--- src/rtl/fhn_pkg.sv ---
// ============================================================================
// Module   : fhn_pkg
// Brief    : Shared Q-format constants, FSM state encoding and event record
// Revision : 1.0
// ============================================================================
`default_nettype none

package fhn_pkg;

    localparam int DATA_W   = 16;
    localparam int FRC_BITS = 12;
    localparam int TS_W     = 32;
    localparam int WID_W    = 16;

    localparam logic signed [DATA_W-1:0] ONE_Q = 16'sd4096;

    typedef enum logic [1:0] {
        ST_INIT  = 2'd0,
        ST_ARMED = 2'd1,
        ST_SPIKE = 2'd2
    } fhn_state_t;

    typedef struct packed {
        logic        [TS_W-1:0]   ts;
        logic signed [DATA_W-1:0] peak;
        logic        [WID_W-1:0]  width;
    } fhn_event_t;

endpackage

`default_nettype wire

--- src/rtl/spike_event_fifo.sv ---
// ============================================================================
// Module   : spike_event_fifo
// Brief    : Generic first-word-fall-through FIFO with occupancy output
// Revision : 1.0
// ============================================================================
`default_nettype none

module spike_event_fifo #(
    parameter int WIDTH = 64,
    parameter int DEPTH = 8
) (
    input  logic                     clk,
    input  logic                     rst,
    input  logic                     i_push,
    input  logic [WIDTH-1:0]         i_din,
    input  logic                     i_pop,
    output logic [WIDTH-1:0]         o_dout,
    output logic                     o_valid,
    output logic                     o_full,
    output logic [$clog2(DEPTH):0]   o_level
);

    localparam int AW = $clog2(DEPTH);
    localparam int LW = AW + 1;

    logic [WIDTH-1:0] r_mem [DEPTH];
    logic [AW-1:0]    r_wptr;
    logic [AW-1:0]    r_rptr;
    logic [LW-1:0]    r_level;
    logic             w_empty;
    logic             w_full;
    logic             w_do_pop;
    logic             w_do_push;

    assign w_empty   = (r_level == '0);
    assign w_full    = (r_level == LW'(DEPTH));
    assign w_do_pop  = i_pop & ~w_empty;
    // A pop in the same cycle frees the head slot, so a full FIFO still accepts.
    assign w_do_push = i_push & (~w_full | w_do_pop);

    always_ff @(posedge clk or negedge rst) begin
        if (!rst) begin
            r_wptr  <= '0;
            r_rptr  <= '0;
            r_level <= '0;
        end else begin
            if (w_do_push) r_wptr <= r_wptr + 1'b1;
            if (w_do_pop)  r_rptr <= r_rptr + 1'b1;
            case ({w_do_push, w_do_pop})
                2'b10:   r_level <= r_level + 1'b1;
                2'b01:   r_level <= r_level - 1'b1;
                default: r_level <= r_level;
            endcase
        end
    end

    always_ff @(posedge clk) begin
        if (w_do_push) r_mem[r_wptr] <= i_din;
    end

    assign o_dout  = w_empty ? '0 : r_mem[r_rptr];
    assign o_valid = ~w_empty;
    assign o_full  = w_full;
    assign o_level = r_level;

endmodule

`default_nettype wire

--- src/rtl/fhn_spike_encoder.sv ---
// ============================================================================
// Module   : fhn_spike_encoder
// Brief    : Hysteresis spike detector producing {ts, peak, width} events
// Revision : 1.0
// ============================================================================
`default_nettype none

module fhn_spike_encoder #(
    parameter int                       DATA_W     = 16,
    parameter int                       FRC_BITS   = 12,
    parameter logic signed [DATA_W-1:0] TH_HI      = DATA_W'(1 << (FRC_BITS - 1)),
    parameter logic signed [DATA_W-1:0] TH_LO      = -(DATA_W'(1 << (FRC_BITS - 1))),
    parameter int                       TS_W       = 32,
    parameter int                       WID_W      = 16,
    parameter int                       MIN_WIDTH  = 4,
    parameter int                       FIFO_DEPTH = 8
) (
    input  logic                          clk,
    input  logic                          rst,
    input  logic                          en,
    input  logic signed [DATA_W-1:0]      v_in,
    input  logic                          v_valid,
    output logic                          ev_valid,
    input  logic                          ev_ready,
    output logic        [TS_W-1:0]        ev_ts,
    output logic signed [DATA_W-1:0]      ev_peak,
    output logic        [WID_W-1:0]       ev_width,
    output logic [$clog2(FIFO_DEPTH):0]   ev_level,
    output logic        [7:0]             drop_cnt,
    output logic                          overflow,
    output logic        [1:0]             state_o
);

    import fhn_pkg::*;

    localparam int          EW          = TS_W + DATA_W + WID_W;
    localparam logic [WID_W-1:0] C_MIN_WIDTH = WID_W'(MIN_WIDTH);

    fhn_state_t               r_state;
    fhn_state_t               w_state_nxt;
    logic        [TS_W-1:0]   r_cnt;
    logic        [TS_W-1:0]   r_ts;
    logic signed [DATA_W-1:0] r_peak;
    logic        [WID_W-1:0]  r_width;
    logic        [7:0]        r_drop;
    logic                     r_ovf;
    logic                     w_acc;
    logic                     w_hi;
    logic                     w_lo;
    logic                     w_push;
    logic                     w_pop;
    logic                     w_full;
    logic        [EW-1:0]     w_dout;

    assign w_acc = v_valid & en;
    assign w_hi  = (v_in >= TH_HI);
    assign w_lo  = (v_in <= TH_LO);

    always_ff @(posedge clk or negedge rst) begin
        if (!rst) r_state <= ST_INIT;
        else      r_state <= w_state_nxt;
    end

    always_comb begin
        w_state_nxt = r_state;
        w_push      = 1'b0;
        if (w_acc) begin
            case (r_state)
                ST_INIT:  if (w_lo) w_state_nxt = ST_ARMED;
                ST_ARMED: if (w_hi) w_state_nxt = ST_SPIKE;
                ST_SPIKE: begin
                    if (w_lo) begin
                        w_state_nxt = ST_ARMED;
                        w_push      = (r_width >= C_MIN_WIDTH);
                    end
                end
                default:  w_state_nxt = ST_INIT;
            endcase
        end
    end

    // The end sample is not part of the spike, so width/peak only move while above TH_LO.
    always_ff @(posedge clk or negedge rst) begin
        if (!rst) begin
            r_cnt   <= '0;
            r_ts    <= '0;
            r_peak  <= '0;
            r_width <= '0;
        end else if (w_acc) begin
            r_cnt <= r_cnt + 1'b1;
            if (r_state == ST_ARMED && w_hi) begin
                r_ts    <= r_cnt;
                r_peak  <= v_in;
                r_width <= WID_W'(1);
            end else if (r_state == ST_SPIKE && !w_lo) begin
                if (v_in > r_peak) r_peak <= v_in;
                if (r_width != '1) r_width <= r_width + 1'b1;
            end
        end
    end

    assign w_pop = ev_valid & ev_ready;

    always_ff @(posedge clk or negedge rst) begin
        if (!rst) begin
            r_drop <= '0;
            r_ovf  <= 1'b0;
        end else if (w_push && w_full && !w_pop) begin
            r_ovf <= 1'b1;
            if (r_drop != 8'hFF) r_drop <= r_drop + 1'b1;
        end
    end

    spike_event_fifo #(
        .WIDTH (EW),
        .DEPTH (FIFO_DEPTH)
    ) u_fifo (
        .clk     (clk),
        .rst     (rst),
        .i_push  (w_push),
        .i_din   ({r_ts, r_peak, r_width}),
        .i_pop   (w_pop),
        .o_dout  (w_dout),
        .o_valid (ev_valid),
        .o_full  (w_full),
        .o_level (ev_level)
    );

    assign {ev_ts, ev_peak, ev_width} = w_dout;
    assign drop_cnt = r_drop;
    assign overflow = r_ovf;
    assign state_o  = r_state;

endmodule

`default_nettype wire
--- config.mk ---
export PLATFORM = sky130hd
export DESIGN_NAME = fhn_spike_encoder
export DESIGN_NICKNAME = d
export VERILOG_FILES = /design/src/rtl/fhn_pkg.sv /design/src/rtl/spike_event_fifo.sv /design/src/rtl/fhn_spike_encoder.sv
export SDC_FILE = /design/constraint.sdc
export NUM_CORES = 1
export LEC_CHECK = 0
export CAP_MARGIN = 20
export CELL_PAD_IN_SITES_DETAIL_PLACEMENT = 1
export CELL_PAD_IN_SITES_GLOBAL_PLACEMENT = 1
export CORE_MARGIN = 4
export CORE_UTILIZATION = 30
export CTS_BUF_LIST = sky130_fd_sc_hd__clkbuf_16
export CTS_CLUSTER_SIZE = 24
export DETAILED_ROUTE_END_ITERATION = 7
export GPL_TIMING_DRIVEN = 0
export PLACE_DENSITY = 0.52
export SYNTH_ARGS = -nofsm -noshare
export SYNTH_HDL_FRONTEND = slang
export SYNTH_SLANG_ARGS = --single-unit
--- constraint.sdc ---
create_clock -name clk -period 9.24 [get_ports clk]
set_clock_uncertainty 0.2 [all_clocks]
set_input_delay 2.31 -clock clk [delete_from_list [all_inputs] [get_ports clk]]
set_output_delay 2.31 -clock clk [all_outputs]
set_load 0.02 [all_outputs]
Word-level counts from Yosys, hierarchy flattened
Memories as Yosys holds them, arrays and structs flattened.
Cells that the tools add are included.
- $add $sub $neg: 7
- $lt $le $gt $ge: 4
- eq/ne operators: 9
- mux-type cells: 16
- bitwise gates (word level): 7
- reduce and logical (&&, ||, !) cells: 18
- operators by type and width (operator ; number):
    16-bit 2-to-1 mux ; 6
    64-bit 2-to-1 mux ; 1
    32-bit by 1-bit adder with 32-bit output, second input constant ; 1
    16-bit by 1-bit adder with 16-bit output, second input constant ; 1
    16-bit by 13-bit >= comparator with 1-bit output, second input constant ; 1
    16-bit by 3-bit >= comparator with 1-bit output, second input constant ; 1
    16-bit > comparator ; 1
    16-bit by 12-bit <= comparator with 1-bit output, second input constant ; 1
    16-bit inequality test, second input constant ; 1
    3-bit AND reduction ; 3
    8-bit by 1-bit adder with 8-bit output, second input constant ; 1
    8-bit inequality test, second input constant ; 1
    4-bit one-hot mux with 2 select lines ; 1
    2-bit nonzero test ; 4
    3-bit by 1-bit adder with 3-bit output, second input constant ; 2
    1-bit 2-to-1 mux ; 5
    4-bit by 1-bit adder with 4-bit output, second input constant ; 1
    1-bit bitwise AND ; 4
    2-bit by 1-bit == test with 1-bit output, second input constant ; 2
    2-bit == test, second input constant ; 2
    4-bit == test, second input constant ; 1
    1-bit logical AND ; 4
    4-bit logical NOT ; 1
    2-bit 2-to-1 mux ; 2
    10 further kinds ; 13
- flip-flop bits (word level): 117
- memory bits (writable): 512
- output and inout bits: 80
- memories: 1
- memory list (memory ; depth ; bits a word ; read ports ; clocked after Yosys merged registers in ; wr ports ; RTL line ; source):
    u_fifo.r_mem ; 8 ; 64 ; 1 ; 0 ; 1 ; spike_event_fifo.sv:26 ; logic [WIDTH-1:0] r_mem [DEPTH];

Depth between registers and ports, before layout
- depth in word-level cells: 8
- mapped depth: 11
- mapped depth without buffers: 10

Modules after synthesis
From an unflattened synthesis, not the netlist that was laid out.
- cell total of the unflattened synthesis: 1387
- area, all modules: 25121.6 sq um
- modules (own cells, without submodules) (module ; instances ; cells each ; area each (sq um) ; sequential area each (sq um)):
    spike_event_fifo ; 1 ; 876 ; 20023.0 ; 15625.0
    fhn_spike_encoder ; 1 ; 511 ; 5098.6 ; 2677.6

Least setup slack after synthesis
Ideal clock, no wire load.
- kind: input port to flip-flop
- start point: in v_in[3]
- end point: mem u_fifo.r_mem[2][0], enable pin
- data arrival time: 8.056 ns
- data required time: 8.462 ns
- path slack: 0.406 ns
- stages: 7
- buffers on the path: 1
- cells stage by stage: nor4_1 > and3_1 > o2111ai_1 > nor2b_1 > clkbuf_2 > nand2b_1 > nor3b_1
- cells in the longest elaborated chain, start to end: 7
- ends and longest elaborated chain (item ; RTL line ; source):
    start, declared ; fhn_spike_encoder.sv:21 ; input logic signed [DATA_W-1:0] v_in,
    16-bit by 12-bit <= comparator with 1-bit output ; fhn_spike_encoder.sv:57 ; assign w_lo = (v_in <= TH_LO);
    1-bit 2-to-1 mux ; fhn_spike_encoder.sv:72 ; if (w_lo) begin
    1-bit 2-to-1 mux ; fhn_spike_encoder.sv:68 ; case (r_state)
    1-bit 2-to-1 mux ; fhn_spike_encoder.sv:67 ; if (w_acc) begin
    1-bit bitwise AND ; spike_event_fifo.sv:39 ; assign w_do_push = i_push & (~w_full | w_do_pop);
    1-bit 2-to-1 mux ; spike_event_fifo.sv:58 ; if (w_do_push) r_mem[r_wptr] <= i_din;
    1-bit 2-to-1 mux (not written as such) ; spike_event_fifo.sv:58 ;
    end, declared ; spike_event_fifo.sv:26 ;
Every way passes these cells.

Worst setup path after layout
- start point: reg u_fifo.r_rptr[1]
- end point: out ev_ts[13]
- cells in the longest elaborated chain, start to end: 2
- ends and longest elaborated chain (item ; RTL line ; source):
    start, declared ; spike_event_fifo.sv:28 ; logic [AW-1:0] r_rptr;
    start signal, assigned ; spike_event_fifo.sv:48 ; if (w_do_pop) r_rptr <= r_rptr + 1'b1;
    memory 8 x 64 bit ; - ;
    64-bit 2-to-1 mux ; spike_event_fifo.sv:61 ; assign o_dout = w_empty ? '0 : r_mem[r_rptr];
    end, declared ; fhn_spike_encoder.sv:25 ; output logic [TS_W-1:0] ev_ts,
Every way passes these cells.

==> results by group <==
Floorplan
  – # IOs: 101
  – Area of the die: between 80000 and 90000 µm²
  – Row count: 105
  – Die Y: 297.1 µm
  – Core region area: 82500 µm²
  – Die Wd: between 200 and 300 µm
  – Initial Util: 0.3038

Worst setup path
  – Critical path arrival: roughly 3.9 ns
  – Worst path cell trace: clkbuf_1 > clkbuf_1 > mux4_2 > mux2i_1 > nor2_1 > clkdlybuf4s50_1
  – Flop2flop setup slack: 4.92 ns
  – Setup CP Type: flip-flop to primary output
  – FF-to-FF End: u_fifo.r_mem[1][42]
  – R2r worst-path depth: 12
  – Worst Path Required: 6.73 ns
  – Slowest CP cell: clkbuf_1
  – Crit path launch: u_fifo.r_rptr[1]
  – CP peak stage delay: slightly below 0.8 ns
  – Delay-heaviest family, CP: buffers and inverters
  – Cell mode on critical path: clkbuf_1
  – Buf/Inv on CP: 3
  – Worst r2r src: r_width[10]
  – Crit. End Element: primary output
  – CP Launch Type: flip-flop
  – Critical Path Fanout Max: 10

Timing
  – Final period util: 0.6920
  – Min Tclk post-route: 6.394 ns
  – Slew @ Worst Pin: 1.038 ns
  – RSZ-0062 raised after global routing: false
  – Max Fclk: 156.4 MHz
  – Rel. slew slack: 0.3077
  – Final Hold Violating Endpoints: 0
  – Endpoints failing setup: 0
  – Hold_ws: between 0.2 and 0.3 ns
  – Setup total negative slack: 0 ns
  – Max-slew violations: 0

Detailed routing
  – DRC: 0
  – Vias post-DR: ~13000
  – Drt wl/cell: 23.00 µm
  – Routed wl met2: between 20000 and 30000 µm
  – ANT nets after route: 0
  – Routed wl met3: between 2000 and 3000 µm
  – Routed met1 length: 28180 µm
  – Pre-Repair DR Iteration Count: 5
  – WL final: 61580 µm
  – Vias per cell: roughly 4.8
  – Initial DRC count: 875
  – Top routing layer in use: met4

Power
  – Part of the power in the clock network: 0.321
  – Total Power: 8.779 mW
  – Comb power frac: 0.283
  – Lkg Pwr: 11.00 nW
  – Net load switching power: 2.688 mW
  – Power density cells: 287.4 nW/µm²
  – Pint: 6.091 mW
  – Sequential share of power: 0.396
  – Switching share of power: 0.3062
  – Peak VDD IR: 0.1251 mV

Finish
  – Nets: 1594
  – Share of layout cells above drive strength 1: 0.2315
  – # diodes: 0
  – Post-layout util: 0.3702
  – P&R area growth vs syn: 21.86%
  – Commonest non-fill, non-tap cell in the layout: edfxtp_1
  – Final Cell Area: 30550 µm²
  – Commonest non-fill, non-tap cells in the layout: edfxtp_1 (512), mux4_2 (128), dfrtp_1 (117)

Global routing
  – Overall routing resource usage: 0.1394
  – Grt total ovfl: 0
  – Largest net degree at the start of global routing: 74
  – Initial antenna violation count: 2
  – Vias in the first global route: 14260
  – Global-route wire length before repair: 93090 µm

Synth
  – Ys flop type: edfxtp_1
  – Fraction of registers with async set/reset: 0.1860
  – EDFF count, synth: 512
  – Syn nets: about 1400
  – Seq cells post-synth: 629
  – Syn Inst Count: ~1300
  – Netlist Area Pre-Place: 25070 µm²
  – Register area share after synthesis: 0.7302
  – Synth cell types: between 50 and 60
  – Post-synthesis area per instance: 19.02 µm²
  – YS warnings: 0

Clock tree
  – CTS tree: built
  – Clock sink count: 629
  – CTS max path bufs: 3
  – TritonCTS Buffers: 71
  – Clk root buf: clkbuf_16
  – Clock-pin slew on the worst setup and hold paths: 0.06 ns
  – Setup Fix Bufs, Post-CTS: 0
  – Quantity of gates resized following cts: 0
  – Clock Latency Late Sink: 0.61 ns
  – Hold_buf cts: 0
  – H-tree levels: 3

Status
  – Status: finished, final reports clean

Placement
  – Placed standard-cell area: 28190 µm²
  – Detail Placement HPWL: 41440 µm
  – RD Place Congestion: 0.7217
  – Number of port buffers: 100

Hold path
  – Hold_sp: overflow
  – Endpoint, Worst Hold: overflow
  – Worst hold path class: flip-flop to flip-flop
  – WHS Path Cells: 1

Run
  – Max_cap viols: 0
state kept, by name, indices dropped and copies added, names as in the netlist:
signal,flops
u_fifo.r_mem,512
r_cnt,32
r_ts,32
r_peak,16
r_width,16
drop_cnt,8
u_fifo.o_level,4
u_fifo.r_rptr,3
u_fifo.r_wptr,3
state_o,2
overflow,1
power by group through the flow:
| stage | clock (mW) | combinational, mW | sequential [mW] |
|---|---|---|---|
| floorplan | 0 | 1.52 | 3.47 |
| global placement | 0 | 2.54 | 3.52 |
| detailed placement | 0 | 2.56 | 3.54 |
| CTS | 2.91 | 2.57 | 3.48 |
| global route | 3.04 | 2.69 | 3.51 |
| finish | 2.82 | 2.48 | 3.48 |
through the flow:
| step | instances | setup WS, ns |
|---|---|---|
| finish | 2677 | 2.846 |
| global route | 2677 | 2.640 |
| CTS | 2677 | 2.720 |
| detailed placement | 2545 | 2.334 |
| global placement | 2488 | -7.067 |
| floorplan | 1318 | 0.4057 |
synthesized netlist by cell type (all sizes together), types with 23 or more instances:
cell,count,area (µm²)
buf,30,147.6
clkbuf,23,87.58
dfrtp,117,2928
edfxtp,512,15370
ha,24,300.3
inv,34,127.6
mux2,50,600.6
mux2i,66,660.6
mux4,128,2883
nand2,41,156.4
nor2,98,367.9
xnor2,43,376.6
cell type report:
type	count	area, µm²
flip-flops and latches	629	18300
clock buffers	72	1802
fillers	8132	51960
well taps	1070	1339
multi-input cells	602	6445
clock inverters	60	554.3
inverters	34	127.6
plain buffers	53	236.5
repair buffers	157	1739
routing by layer:
layer,vias to the layer above,global-route usage
li1,5671,-
met1,6838,0.1927
met2,215,0.2291
met3,70,0.02715
met4,0,0.03139
met5,-,0
worst register-to-register path: cells and delay by family (launching register included):
family,cells,cell delay [ns]
AOI/OAI and AO/OA,1,0.44
buffers and inverters,6,1.37
DFF,1,0.54
and+or+nand+nor,5,1.47
kinds of logic after synthesis:
kind of cell               synth area share
and+or+nand+nor                     0.04717
adders and majority gates           0.01278
DFF                                  0.7302
AOI/OAI and AO/OA                   0.01083
xor gates and xnor gates            0.01922
buffers and inverters               0.01448
muxes                                0.1653
worst max-delay path by stage:
| stage | slack [ns] | cells past startpoint | to |
|---|---|---|---|
| 3_3_place_gp | -7.07 | 8 | u_fifo.r_mem[2][40] |
| 6_report | 2.85 | 6 | ev_ts[13] |
| 5_1_grt | 2.64 | 6 | ev_ts[31] |
| 4_1_cts | 2.72 | 6 | ev_ts[1] |
| 2_1_floorplan | 0.41 | 7 | u_fifo.r_mem[2][0] |
| 3_5_place_dp | 2.33 | 12 | u_fifo.r_mem[1][40] |
Power figures use the tool's default switching activity.
